`src/rtl/dim_pole_pkg.sv`:
```
// Shared constants, state encoding and length clamp for the dim-pole sample buffer.
package dim_pole_pkg;

  localparam int unsigned ADDR_W = 7;
  localparam int unsigned DATA_W = 16;
  localparam int unsigned DEPTH  = 128;
  localparam int unsigned LEN_W  = ADDR_W + 1;

  typedef enum logic [1:0] {
    ST_IDLE,
    ST_READ,
    ST_DRAIN,
    ST_DONE
  } state_t;

  // Requests longer than the buffer read it exactly once.
  function automatic logic [LEN_W-1:0] clamp_length(input logic [LEN_W-1:0] len);
    return (len > LEN_W'(DEPTH)) ? LEN_W'(DEPTH) : len;
  endfunction

endpackage

```
`src/rtl/dim_pole_readout_if.sv`:
```
// Request, buffer-read and output-stream signals of the readout sequencer.
interface dim_pole_readout_if;
  import dim_pole_pkg::*;

  logic              start;
  logic [ADDR_W-1:0] start_addr;
  logic [LEN_W-1:0]  length;
  logic [ADDR_W-1:0] rdaddress;
  logic [DATA_W-1:0] q;
  logic [DATA_W-1:0] out_data;
  logic              out_valid;
  logic              out_ready;
  logic              out_last;
  logic              busy;
  logic              done;

  modport master (
    input  start, start_addr, length, q, out_ready,
    output rdaddress, out_data, out_valid, out_last, busy, done
  );

  modport slave (
    output start, start_addr, length, q, out_ready,
    input  rdaddress, out_data, out_valid, out_last, busy, done
  );

endinterface

```
`src/rtl/dim_pole_skid_fifo.sv`:
```
// Two-entry output FIFO (head + tail register) carrying a last flag per word.
module dim_pole_skid_fifo
  import dim_pole_pkg::*;
(
  input  logic              clock,
  input  logic              reset,
  input  logic              push,
  input  logic [DATA_W-1:0] push_data,
  input  logic              push_last,
  input  logic              pop,
  output logic [DATA_W-1:0] head_data,
  output logic              head_valid,
  output logic              head_last,
  output logic [1:0]        occupancy
);

  logic [DATA_W-1:0] tail_data;
  logic              tail_valid;
  logic              tail_last;

  // Tail is only ever valid behind a valid head.
  assign occupancy = 2'(head_valid) + 2'(tail_valid);

  // Head always presents the oldest word; last is cleared whenever the head empties.
  always_ff @(posedge clock) begin
    if (reset) begin
      head_data  <= '0;
      head_valid <= 1'b0;
      head_last  <= 1'b0;
      tail_data  <= '0;
      tail_valid <= 1'b0;
      tail_last  <= 1'b0;
    end else if (pop) begin
      if (tail_valid) begin
        head_data  <= tail_data;
        head_last  <= tail_last;
        head_valid <= 1'b1;
        tail_valid <= push;
        tail_last  <= push & push_last;
        if (push) tail_data <= push_data;
      end else begin
        head_valid <= push;
        head_last  <= push & push_last;
        if (push) head_data <= push_data;
      end
    end else if (push) begin
      if (!head_valid) begin
        head_data  <= push_data;
        head_last  <= push_last;
        head_valid <= 1'b1;
      end else begin
        tail_data  <= push_data;
        tail_last  <= push_last;
        tail_valid <= 1'b1;
      end
    end
  end

endmodule

```
`src/rtl/dim_pole_readout.sv`:
```
// Read-side sequencer: issues circular buffer reads and streams the samples out.
module dim_pole_readout
  import dim_pole_pkg::*;
(
  input  logic               clock,
  input  logic               reset,
  dim_pole_readout_if.master bus
);

  state_t            state;
  logic [ADDR_W-1:0] addr;
  logic [LEN_W-1:0]  remaining;
  logic              inflight;
  logic              inflight_last;
  logic              busy_r;
  logic              done_r;

  logic [DATA_W-1:0] head_data;
  logic              head_valid;
  logic              head_last;
  logic [1:0]        occupancy;
  logic              pop;
  logic              issue;
  logic [LEN_W-1:0]  req_len;

  assign req_len = clamp_length(bus.length);
  assign pop     = head_valid & bus.out_ready;
  // A slot is free if buffered + in-flight words leave room, or one leaves this cycle.
  assign issue   = (state == ST_READ) &&
                   (((3'(occupancy) + 3'(inflight)) < 3'd2) || pop);

  // Sequencer, address/remaining counters and the one-cycle read-latency tracker.
  always_ff @(posedge clock) begin
    if (reset) begin
      state         <= ST_IDLE;
      addr          <= '0;
      remaining     <= '0;
      inflight      <= 1'b0;
      inflight_last <= 1'b0;
      busy_r        <= 1'b0;
      done_r        <= 1'b0;
    end else begin
      inflight      <= issue;
      inflight_last <= issue && (remaining == LEN_W'(1));
      done_r        <= 1'b0;
      case (state)
        ST_IDLE: begin
          if (bus.start) begin
            addr      <= bus.start_addr;
            remaining <= req_len;
            busy_r    <= 1'b1;
            if (req_len == '0) begin
              state  <= ST_DONE;
              done_r <= 1'b1;
            end else begin
              state <= ST_READ;
            end
          end
        end
        ST_READ: begin
          if (issue) begin
            addr      <= addr + ADDR_W'(1);
            remaining <= remaining - LEN_W'(1);
            if (remaining == LEN_W'(1)) state <= ST_DRAIN;
          end
        end
        ST_DRAIN: begin
          if (!inflight && ((occupancy == 2'd0) || ((occupancy == 2'd1) && pop))) begin
            state  <= ST_DONE;
            done_r <= 1'b1;
          end
        end
        ST_DONE: begin
          state  <= ST_IDLE;
          busy_r <= 1'b0;
        end
        default: state <= ST_IDLE;
      endcase
    end
  end

  dim_pole_skid_fifo u_fifo (
    .clock      (clock),
    .reset      (reset),
    .push       (inflight),
    .push_data  (bus.q),
    .push_last  (inflight_last),
    .pop        (pop),
    .head_data  (head_data),
    .head_valid (head_valid),
    .head_last  (head_last),
    .occupancy  (occupancy)
  );

  assign bus.rdaddress = addr;
  assign bus.out_data  = head_data;
  assign bus.out_valid = head_valid;
  assign bus.out_last  = head_last;
  assign bus.busy      = busy_r;
  assign bus.done      = done_r;

endmodule

```
`src/flat_wrapper.sv`:
```
// flat-port wrapper written by rule: the top's interface ports become plain ports
module dim_pole_readout_flat import dim_pole_pkg::*;
  (clock, reset, bus_start, bus_start_addr, bus_length, bus_q, bus_out_ready, bus_rdaddress, bus_out_data, bus_out_valid, bus_out_last, bus_busy, bus_done);
  dim_pole_readout_if bus_i ();
  input  logic clock;
  input  logic reset;
  input wire logic [$bits(bus_i.start)-1:0] bus_start;
  input wire logic [$bits(bus_i.start_addr)-1:0] bus_start_addr;
  input wire logic [$bits(bus_i.length)-1:0] bus_length;
  input wire logic [$bits(bus_i.q)-1:0] bus_q;
  input wire logic [$bits(bus_i.out_ready)-1:0] bus_out_ready;
  output wire logic [$bits(bus_i.rdaddress)-1:0] bus_rdaddress;
  output wire logic [$bits(bus_i.out_data)-1:0] bus_out_data;
  output wire logic [$bits(bus_i.out_valid)-1:0] bus_out_valid;
  output wire logic [$bits(bus_i.out_last)-1:0] bus_out_last;
  output wire logic [$bits(bus_i.busy)-1:0] bus_busy;
  output wire logic [$bits(bus_i.done)-1:0] bus_done;
  assign bus_i.start = bus_start;
  assign bus_i.start_addr = bus_start_addr;
  assign bus_i.length = bus_length;
  assign bus_i.q = bus_q;
  assign bus_i.out_ready = bus_out_ready;
  assign bus_rdaddress = bus_i.rdaddress;
  assign bus_out_data = bus_i.out_data;
  assign bus_out_valid = bus_i.out_valid;
  assign bus_out_last = bus_i.out_last;
  assign bus_busy = bus_i.busy;
  assign bus_done = bus_i.done;
  dim_pole_readout u_core (.clock(clock), .reset(reset), .bus(bus_i));
endmodule
```
`config.mk`:
```
export PLATFORM = sky130hd
export DESIGN_NAME = dim_pole_readout_flat
export DESIGN_NICKNAME = d
export VERILOG_FILES = /design/src/rtl/dim_pole_pkg.sv /design/src/rtl/dim_pole_readout_if.sv /design/src/rtl/dim_pole_skid_fifo.sv /design/src/rtl/dim_pole_readout.sv /design/src/flat_wrapper.sv
export SDC_FILE = /design/constraint.sdc
export NUM_CORES = 1
export LEC_CHECK = 0
export BUFFER_PORTS_ARGS = -buffer_cell sky130_fd_sc_hd__buf_2
export CAP_MARGIN = 20
export CORE_MARGIN = 2
export CORE_UTILIZATION = 50
export DETAILED_ROUTE_END_ITERATION = 8
export MAX_ROUTING_LAYER = met4
export PLACE_DENSITY = 0.74
export SETUP_SLACK_MARGIN = 0.2
export SLEW_MARGIN = 25
export SYNTH_ARGS = -nofsm -noshare
export SYNTH_HDL_FRONTEND = slang
export SYNTH_SLANG_ARGS = --single-unit
```
`constraint.sdc`:
```
create_clock -name clock -period 6.4 [get_ports clock]
set_input_delay 0.64 -clock clock [delete_from_list [all_inputs] [get_ports clock]]
set_output_delay 0.64 -clock clock [all_outputs]
set_load 0.005 [all_outputs]
```
==> impl_metrics.env, run 1 <==
export IMPL_die_w_um=79.9
export IMPL_drt_total_wl_um=6500
export IMPL_dp_cells=467
export IMPL_hold_start="u_core.u_fifo.tail_data[6]"
export IMPL_antenna_found_initial=0
export IMPL_finalNonFillerCells=483
export IMPL_avgSynthCellArea_um2=8.10
export IMPL_n_antenna_cell=0
export IMPL_worstPathRequired_ns=6.65
export IMPL_synth_seq_cells=57
export IMPL_clockBufferDepth=2
export IMPL_rsz0062_at_grt="no"
export IMPL_cts_sinks=57
export IMPL_r2r_end="u_core.bus.rdaddress[0]"
export IMPL_io_pins=62
export IMPL_gp_congestion=0.861
export IMPL_start_kind="flop"
export IMPL_synthSimpleGateAreaFrac_pct=23.9
export IMPL_p_per_area_mw_per_mm2=392
export IMPL_holdCritPathClass="reg -> reg"
export IMPL_synth_area_leaders="dfxtp_1 (40%), nand2_1 (8.7%), a21oi_1 (6.6%)"
export IMPL_grt_max_degree=60
export IMPL_r2r_cells=6
export IMPL_synth_area_mm2=0.00288
export IMPL_synth_xor_area_share_pct=0.304
export IMPL_final_common_cell="nand2_1"
export IMPL_ant_nets=0
export IMPL_critPathArrivalTime_ns=2.81
export IMPL_grt_usage_pct=22.3
export IMPL_drt_iter0_markers=164
export IMPL_dieArea_mm2=0.00639
export IMPL_multi_input_area_mm2=0.00157
export IMPL_synth_distinct_cells=54
export IMPL_ir_drop_mv=0.214
export IMPL_status="completed"
export IMPL_nets=450
export IMPL_synthFlopType="dfxtp_1"
export IMPL_htree_levels=3
export IMPL_rows=27
export IMPL_layout_area_overhead_vs_synth_pct=17.2
export IMPL_final_cell_mix="nand2_1 (67), buf_2 (60), dfxtp_1 (57)"
export IMPL_cap_violations=0
export IMPL_final_min_clock_period_ns=2.56
export IMPL_numCtsBuffers=9
export IMPL_coreArea_mm2=0.00554
export IMPL_crit_fanout=24
export IMPL_clockRootBuffer="clkbuf_8"
export IMPL_clk_pin_slew_ns=0.07
export IMPL_netlist_area_leader_share_pct=39.6
export IMPL_io_buffers=61
export IMPL_power_leakage_nw=1.33
export IMPL_post_synth_mux_area_share_pct=1.26
export IMPL_setup_viol=0
export IMPL_total_power_mw=1.32
export IMPL_synth_compound_area_share_pct=25.1
export IMPL_setup_ws_ns=3.84
export IMPL_synth_edff_count=0
export IMPL_tightest_slew_ns=0.878
export IMPL_firstDrtPassIters=4
export IMPL_reg2reg_slack_ns=3.84
export IMPL_cts_resized=0
export IMPL_fill_cells=508
export IMPL_min_delay_path_depth=2
export IMPL_synthAdderAreaFrac_pct=3.90
export IMPL_synth_top_family_by_area="compound AO/OA/AOI/OAI gates"
export IMPL_hold_end="u_core.u_fifo.tail_data[6]"
export IMPL_path_class="reg -> reg"
export IMPL_yosysSeqAreaShare_pct=39.6
export IMPL_hold_viol=0
export IMPL_yosys_warnings=0
export IMPL_cts_setup_buffers=0
export IMPL_grt_pass1_wl_um=10900
export IMPL_pre_cts_slack_ns=3.86
export IMPL_fin_tns_setup_ns=0
export IMPL_cts_hold_buf=0
export IMPL_fin_skew_ns=0.00877
export IMPL_start_util_pct=52.1
export IMPL_regArea_mm2=0.00114
export IMPL_async_reset_ff_share_pct=0
export IMPL_clock_latency_ns=0.33
export IMPL_maxSlewViolCount=0
export IMPL_die_y_um=79.9
export IMPL_wl_per_cell_um=13.5
export IMPL_grt_pass1_vias=2404
export IMPL_timing_rr_start="u_core.u_fifo.tail_valid"
export IMPL_tritoncts="built"
export IMPL_synth_largest_area_cell="dfxtp_1"
export IMPL_via_count=2687
export IMPL_whs_ns=0.457
export IMPL_syn_inst=356
export IMPL_crit_path_end_kind="flop"
export IMPL_grt_overflow_total=0
export IMPL_layout_drive_gt1_share_pct=24.6
export IMPL_synth_net_count=400
export IMPL_fmax_mhz=390
export IMPL_drc=0
export IMPL_drt_vias_per_instance=5.56
export IMPL_place_hpwl_um=4280
export IMPL_finalCritPeriodShare_pct=40.1
export IMPL_maxSlewHeadroom_pct=41.4
-- registers in the layout, indices dropped and copies added, names as in the netlist --
register	flops
u_core.u_fifo.head_data	16
u_core.u_fifo.tail_data	16
u_core.remaining	8
u_core.bus.rdaddress	7
u_core.state	2
u_core.bus.busy	1
u_core.bus.done	1
u_core.inflight	1
u_core.inflight_last	1
u_core.u_fifo.head_last	1
u_core.u_fifo.head_valid	1
u_core.u_fifo.tail_last	1
u_core.u_fifo.tail_valid	1
-- power breakdown --
group	switching (mW)	leakage [nW]	internal [mW]
Clock	0.146	0.0995	0.219
Combinational	0.273	0.769	0.202
Sequential	0.0631	0.464	0.421
-- per-stage QoR --
stage,instance area [um2],util (%)
global route,3380,61.0
floorplan,2880,-
global placement,3170,57.2
detailed placement,3170,57.2
CTS,3380,61.0
finish,3380,61.0
-- worst max-delay path by stage --
stage	cells past startpoint	startpoint	end	slack (ns)
after floorplan	8	u_core.u_fifo.tail_valid	u_core.remaining[7]	4.29
after global placement	7	u_core.u_fifo.tail_valid	u_core.remaining[2]	3.93
after detailed placement	7	u_core.u_fifo.tail_valid	u_core.remaining[2]	3.86
after CTS	7	u_core.u_fifo.tail_valid	u_core.remaining[2]	3.84
after global routing	7	u_core.u_fifo.tail_valid	u_core.remaining[2]	3.63
final	6	u_core.u_fifo.tail_valid	u_core.bus.rdaddress[0]	3.84
-- cells by family (layout without fill, tap and decap cells) --
logic type,after synthesis,in the layout
multiplexers,3,3
adder cells (fa/ha/maj),9,9
AND/OR/NAND/NOR,149,149
AO/OA/AOI/OAI,101,101
XOR/XNOR,1,1
buffers and inverters,36,91
flip-flops,57,57
-- synth_stat cells, types with 2 or more instances --
cell type	number
a211oi_1	3
a211oi_2	2
a21oi_1	38
a21oi_2	2
a21oi_4	2
a22oi_1	3
a311oi_1	16
a31oi_1	2
and3_2	2
buf_2	9
buf_4	3
buf_6	2
clkbuf_1	9
dfxtp_1	57
ha_1	9
inv_1	11
nand2_1	67
nand2b_1	5
nand3_1	21
nand4_1	3
nor2_1	31
nor3_1	7
nor4_1	2
o21a_1	3
o21ai_0	12
o21ai_1	4
o32ai_1	3
or2_2	2
-- final cells by class --
class                      count  share of cell area (%)
inverter                      12                    1.33
clock inverter                 5                    2.37
tap                           72                    2.66
sequential                    57                    33.8
clock buffer                  11                    3.89
multi-input combinational    263                    46.4
timing repair buffer          63                    9.55
-- metal layers --
| layer | GRT usage, % | wire length (um) | up-vias |
|---|---|---|---|
| met1 | 28.5 | 3050 | 1239 |
| met3 | 5.09 | 361 | 8 |
| met5 | - | 0 | - |
| met4 | 9.15 | 82 | 0 |
| li1 | - | - | 1363 |
| met2 | 34.0 | 3010 | 77 |
-- critical path, cell delays in order (launching register included) --
cell,delay [ns]
dfxtp_1,0.90
inv_1,0.18
ha_1,0.37
a21oi_4,0.27
o31a_2,0.35
o21ai_1,0.13
a221oi_2,0.28
Note: power is estimated with default switching activity, not from simulation.
==> run 2: changes to the inputs <==
Settings changed: ABC_AREA from default to 1.
Clock period 6.4 ns to 2.4 ns, I/O delays scaled along.
==> run 2 against run 1 <==
  * Synthesized cell count increased by 20%
  * Utilization increased by 0.54 points
  * Sequential power increased to 2.8 times the previous value
  * Worst setup slack worse by 3.3 ns
  * Critical path type unchanged
  * Largest cell class unchanged
  * Largest power group is now combinational logic
==> impl_metrics.env, run 2 <==
export IMPL_clock_latency_ns=0.33
export IMPL_synth_largest_area_cell="dfxtp_1"
export IMPL_drt_iter0_markers=146
export IMPL_fin_tns_setup_ns=0
export IMPL_whs_ns=0.201
export IMPL_synth_edff_count=0
export IMPL_layout_area_overhead_vs_synth_pct=17.5
export IMPL_synth_commonest_cells="nand2_1 (84), inv_1 (62), o21ai_0 (62)"
export IMPL_worstPathRequired_ns=2.63
export IMPL_final_cell_mix="nand2_1 (84), inv_1 (62), o21ai_0 (62)"
export IMPL_fmax_mhz=533
export IMPL_start_util_pct=52.4
export IMPL_drt_vias_per_instance=5.02
export IMPL_start_kind="flop"
export IMPL_ir_drop_mv=0.735
export IMPL_nets=529
export IMPL_n_antenna_cell=0
export IMPL_ant_nets=0
export IMPL_grt_pass1_vias=2579
export IMPL_yosysSeqAreaShare_pct=39.3
export IMPL_finalCritPeriodShare_pct=78.2
export IMPL_die_y_um=80.2
export IMPL_tightest_slew_ns=0.527
export IMPL_maxSlewViolCount=0
export IMPL_tritoncts="built"
export IMPL_synth_area_leaders="dfxtp_1 (39%), nand2_1 (11%), o21ai_0 (11%)"
export IMPL_critPathArrivalTime_ns=2.10
export IMPL_cts_hold_buf=0
export IMPL_cap_violations=0
export IMPL_reg_top3="u_core.u_fifo.head_data (16), u_core.u_fifo.tail_data (16), u_core.remaining (8)"
export IMPL_crit_path_end_kind="flop"
export IMPL_avgSynthCellArea_um2=6.78
export IMPL_setup_viol=0
export IMPL_synth_seq_cells=57
export IMPL_yosys_warnings=0
export IMPL_hold_viol=0
export IMPL_final_common_cell="nand2_1"
export IMPL_async_reset_ff_share_pct=0
export IMPL_antenna_found_initial=0
export IMPL_grt_max_degree=34
export IMPL_holdCritPathClass="in -> reg"
export IMPL_fin_skew_ns=0.00601
export IMPL_gp_congestion=0.888
export IMPL_synth_net_count=472
export IMPL_final_min_clock_period_ns=1.88
export IMPL_power_leakage_nw=1.59
export IMPL_clockBufferDepth=2
export IMPL_dieArea_mm2=0.00643
export IMPL_synth_area_mm2=0.00290
export IMPL_grt_pass1_wl_um=10700
export IMPL_coreArea_mm2=0.00554
export IMPL_wl_per_cell_um=11.3
export IMPL_netlist_area_leader_share_pct=39.3
export IMPL_numCtsBuffers=9
export IMPL_cts_resized=0
export IMPL_clockRootBuffer="clkbuf_8"
export IMPL_rows=27
export IMPL_p_per_area_mw_per_mm2=1090
export IMPL_maxSlewHeadroom_pct=64.8
export IMPL_firstDrtPassIters=4
export IMPL_grt_overflow_total=0
export IMPL_cts_setup_buffers=0
export IMPL_grt_usage_pct=21.5
export IMPL_htree_levels=3
export IMPL_clk_pin_slew_ns=0.06
export IMPL_synth_distinct_cells=28
export IMPL_io_pins=62
export IMPL_drc=0
export IMPL_place_hpwl_um=4370
export IMPL_die_w_um=80.2
export IMPL_yosysMostFrequentCell="nand2_1"
export IMPL_io_buffers=61
export IMPL_synthFlopType="dfxtp_1"
export IMPL_syn_inst=428
export IMPL_drt_total_wl_um=6340
export IMPL_cts_sinks=57
export IMPL_status="completed"
export IMPL_via_count=2812
export IMPL_rsz0062_at_grt="no"
export IMPL_path_class="reg -> reg"
export IMPL_layout_drive_gt1_share_pct=18.9
export IMPL_crit_fanout=18
==> run 2: cell count changes in the layout (fill, tap and decap cells not counted), moves of 7 or more <==
cell	previous run	this run
a21oi_1	38	54
a311oi_1	16	0
inv_1	11	62
nand2_1	67	84
nand3_1	21	13
nor3_1	7	0
o21ai_0	12	62
==> run 2: cells by family after synthesis <==
family	Yosys count	synth area share, %
AO/OA/AOI/OAI	128	22.7
XOR/XNOR	2	0.604
adder cells (fa/ha/maj)	9	3.88
buffers and inverters	85	12.1
flip-flops	57	39.3
AND/OR/NAND/NOR	147	21.4
==> run 2: path summary, 6_finish.rpt <==
check	start	to	slack [ns]	cells after the start
hold / removal	bus_q[3]	u_core.u_fifo.tail_data[3]	0.20	3
setup / recovery	u_core.u_fifo.head_valid	u_core.bus.rdaddress[2]	0.52	10
hold reg to reg	u_core.u_fifo.head_data[0]	u_core.u_fifo.head_data[0]	0.44	2
setup reg to reg	u_core.u_fifo.head_valid	u_core.bus.rdaddress[2]	0.52	10
==> run 2: per-layer routing <==
metal  routed length, um  GRT usage, %
met4                  92          10.2
met2                2900          33.6
met1                3040          27.0
met3                 306          4.16
met5                   0             -
==> run 2: critical path, stage by stage (launching register included) <==
cell and delay [ns]:
dfxtp_1 0.44, inv_1 0.12, ha_1 0.32, nand2_1 0.06, nand2_1 0.07, nand3_2 0.09, nand3_4 0.19, inv_2 0.24
o21ai_0 0.12, nand2_1 0.07, a21oi_1 0.04
==> run 2: area by class of cell <==
type / count / area [um2]
inverter: 65 / 244
timing repair buffer: 66 / 343
multi-input combinational: 286 / 1410
fill: 537 / 2130
sequential: 57 / 1140
clock inverter: 4 / 45.0
tap: 72 / 90.1
clock buffer: 10 / 138
==> run 2: per-stage QoR <==
stage	cells	setup slack [ns]	utilization (%)	instance area, um2	power, mW
2_1_floorplan	428	0.818	-	2900	2.51
3_3_place_gp	546	0.592	58.3	3230	2.83
3_5_place_dp	546	0.547	58.3	3230	2.87
4_1_cts	560	0.527	61.6	3410	3.74
5_1_grt	560	0.353	61.6	3410	4.05
6_report	560	0.523	61.6	3410	3.72
==> run 2: where the power goes <==
part	internal (mW)	total [mW]	switching [mW]
registers	1.17	1.34	0.169
clock network	0.490	0.857	0.367
logic	0.587	1.52	0.933
==> run 3: changes to the inputs <==
Clock period 2.4 ns to 1.8 ns, I/O delays scaled along.
==> run 3 against run 2 <==
  * Clock power up 49%
  * Total power up 45%
  * Fmax up 25%
  * Clock skew up 0.0018 ns
  * Flip-flop and latch count unchanged
  * Sequential power up 35%
  * Combinational power up 51%
  * Via count up 0.39%
  * Wire length up 5.7%
  * Utilization up 3.1 points
  * Clock-buffer cell count unchanged
  * Critical endpoint is now u_core.bus.rdaddress[5]
  * Largest cell class unchanged
==> impl_metrics.env, run 3 (synthesized netlist as in run 2, its figures left out) <==
export IMPL_layout_area_overhead_vs_synth_pct=23.4
export IMPL_die_y_um=80.2
export IMPL_r2r_cells=10
export IMPL_p_per_area_mw_per_mm2=1510
export IMPL_cts_hold_buf=0
export IMPL_drt_vias_per_instance=4.96
export IMPL_gp_congestion=0.877
export IMPL_path_class="reg -> reg"
export IMPL_maxSlewViolCount=0
export IMPL_antenna_found_initial=0
export IMPL_pwr_share_comb_pct=42.7
export IMPL_hold_end="u_core.u_fifo.tail_data[9]"
export IMPL_drt_iter0_markers=186
export IMPL_fill_cells=516
export IMPL_p_int_mw=3.28
export IMPL_rows=27
export IMPL_maxSlewHeadroom_pct=54.1
export IMPL_clock_latency_ns=0.33
export IMPL_final_common_cell="nand2_1"
export IMPL_multi_input_area_mm2=0.00149
export IMPL_worstPathRequired_ns=2.00
export IMPL_clockRootBuffer="clkbuf_8"
export IMPL_finalCritPeriodShare_pct=83.2
export IMPL_p_clk_share_pct=23.7
export IMPL_fin_tns_setup_ns=0
export IMPL_hold_start="bus_q[9]"
export IMPL_critPathArrivalTime_ns=1.70
export IMPL_reg_top3="u_core.u_fifo.head_data (16), u_core.u_fifo.tail_data (16), u_core.remaining (8)"
export IMPL_tritoncts="built"
export IMPL_coreArea_mm2=0.00554
export IMPL_fin_skew_ns=0.00785
export IMPL_hold_viol=0
export IMPL_seq_power_share_pct=33.6
export IMPL_tightest_slew_ns=0.689
export IMPL_start_kind="flop"
export IMPL_status="completed"
export IMPL_place_hpwl_um=4370
export IMPL_start_util_pct=52.4
export IMPL_drt_total_wl_um=6700
export IMPL_setup_viol=0
export IMPL_clk_pin_slew_ns=0.07
export IMPL_cap_violations=0
export IMPL_rsz0062_at_grt="yes"
export IMPL_timing_rr_start="u_core.u_fifo.head_valid"
export IMPL_min_delay_path_depth=3
export IMPL_ant_nets=0
export IMPL_via_count=2823
export IMPL_die_w_um=80.2
export IMPL_numCtsBuffers=9
export IMPL_io_pins=62
export IMPL_fmax_mhz=668
export IMPL_whs_ns=0.147
export IMPL_dieArea_mm2=0.00643
export IMPL_crit_path_end_kind="flop"
export IMPL_grt_overflow_total=0
export IMPL_reg2reg_slack_ns=0.30
export IMPL_layout_drive_gt1_share_pct=23.9
export IMPL_r2r_end="u_core.bus.rdaddress[5]"
export IMPL_n_antenna_cell=0
export IMPL_switching_share_pct=39.2
export IMPL_grt_max_degree=34
export IMPL_nets=536
export IMPL_ir_drop_mv=0.743
export IMPL_io_buffers=61
export IMPL_clockBufferDepth=2
export IMPL_crit_fanout=8
export IMPL_power_leakage_nw=1.65
export IMPL_switchingPower_mw=2.12
export IMPL_finalNonFillerCells=569
export IMPL_firstDrtPassIters=4
export IMPL_cts_sinks=57
export IMPL_final_min_clock_period_ns=1.50
export IMPL_grt_usage_pct=21.4
export IMPL_dp_cells=549
export IMPL_grt_pass1_wl_um=10600
export IMPL_htree_levels=3
export IMPL_holdCritPathClass="in -> reg"
export IMPL_final_cell_mix="nand2_1 (83), buf_2 (62), inv_1 (57), o21ai_0 (57)"
export IMPL_regArea_mm2=0.00115
export IMPL_drc=0
export IMPL_wl_per_cell_um=11.8
export IMPL_grt_pass1_vias=2499
[run 3: metal layers]
| layer | routed length [um] | track usage [%] | vias up |
|---|---|---|---|
| li1 | - | - | 1501 |
| met1 | 3120 | 26.3 | 1250 |
| met4 | 61 | 10.2 | 0 |
| met2 | 3170 | 34.1 | 66 |
| met3 | 343 | 3.93 | 6 |
| met5 | 0 | - | - |
[run 3: through the flow]
step / total power, mW / worst slack (ns) / utilization [%] / area (um2)
final: 5.39 / 0.303 / 64.7 / 3580
after global routing: 5.85 / 0.179 / 64.7 / 3580
after CTS: 5.26 / 0.196 / 63.1 / 3500
after detailed placement: 3.88 / -0.0809 / 58.7 / 3250
after global placement: 3.83 / 0.0234 / 58.7 / 3250
after floorplan: 3.35 / 0.218 / - / 2900
[run 3: cell type report]
cell class              instances  area share [%]
clock inverters                 6            2.31
inverters                      65            6.95
repair buffers                 72            11.0
well taps                      72            2.51
flip-flops and latches         57            32.1
multi-input cells             287            41.6
clock buffers                  10            3.56
[run 3: what timing repair did]
action                                  CTS  global route
pin swaps                                 0             4
endpoints found under the setup margin   49            37
gates cloned                              0             2
buffers inserted                          0             2
resized for setup                        14            20
[run 3: how the worst max path moves through the flow]
stage | start | end | slack, ns | cells after the start
after floorplan | u_core.u_fifo.head_valid | u_core.bus.rdaddress[6] | 0.22 | 10
after global placement | u_core.u_fifo.head_valid | u_core.u_fifo.head_data[7] | 0.02 | 4
after detailed placement | u_core.u_fifo.head_valid | u_core.u_fifo.head_data[9] | -0.08 | 4
after CTS | u_core.u_fifo.head_valid | u_core.remaining[5] | 0.20 | 10
after global routing | u_core.u_fifo.head_valid | u_core.bus.rdaddress[2] | 0.18 | 10
final | u_core.u_fifo.head_valid | u_core.bus.rdaddress[5] | 0.30 | 10
[run 3: worst max-delay path, cell delays in order (launching register included)]
cell and delay (ns):
dfxtp_4 0.38, inv_4 0.07, ha_4 0.26, nand2_1 0.05
nand2_2 0.09, nand3_2 0.09, nand3_4 0.13, buf_6 0.15
nor2_2 0.04, nand2_1 0.06, a21oi_1 0.05
[run 3: power by group through the flow]
stage               Sequential, mW  Clock [mW]  Combinational, mW
floorplan                     1.79           0               1.56
global placement              1.80           0               2.03
detailed placement            1.81           0               2.07
CTS                           1.79        1.31               2.16
global route                  1.85        1.37               2.63
finish                        1.81        1.28               2.30
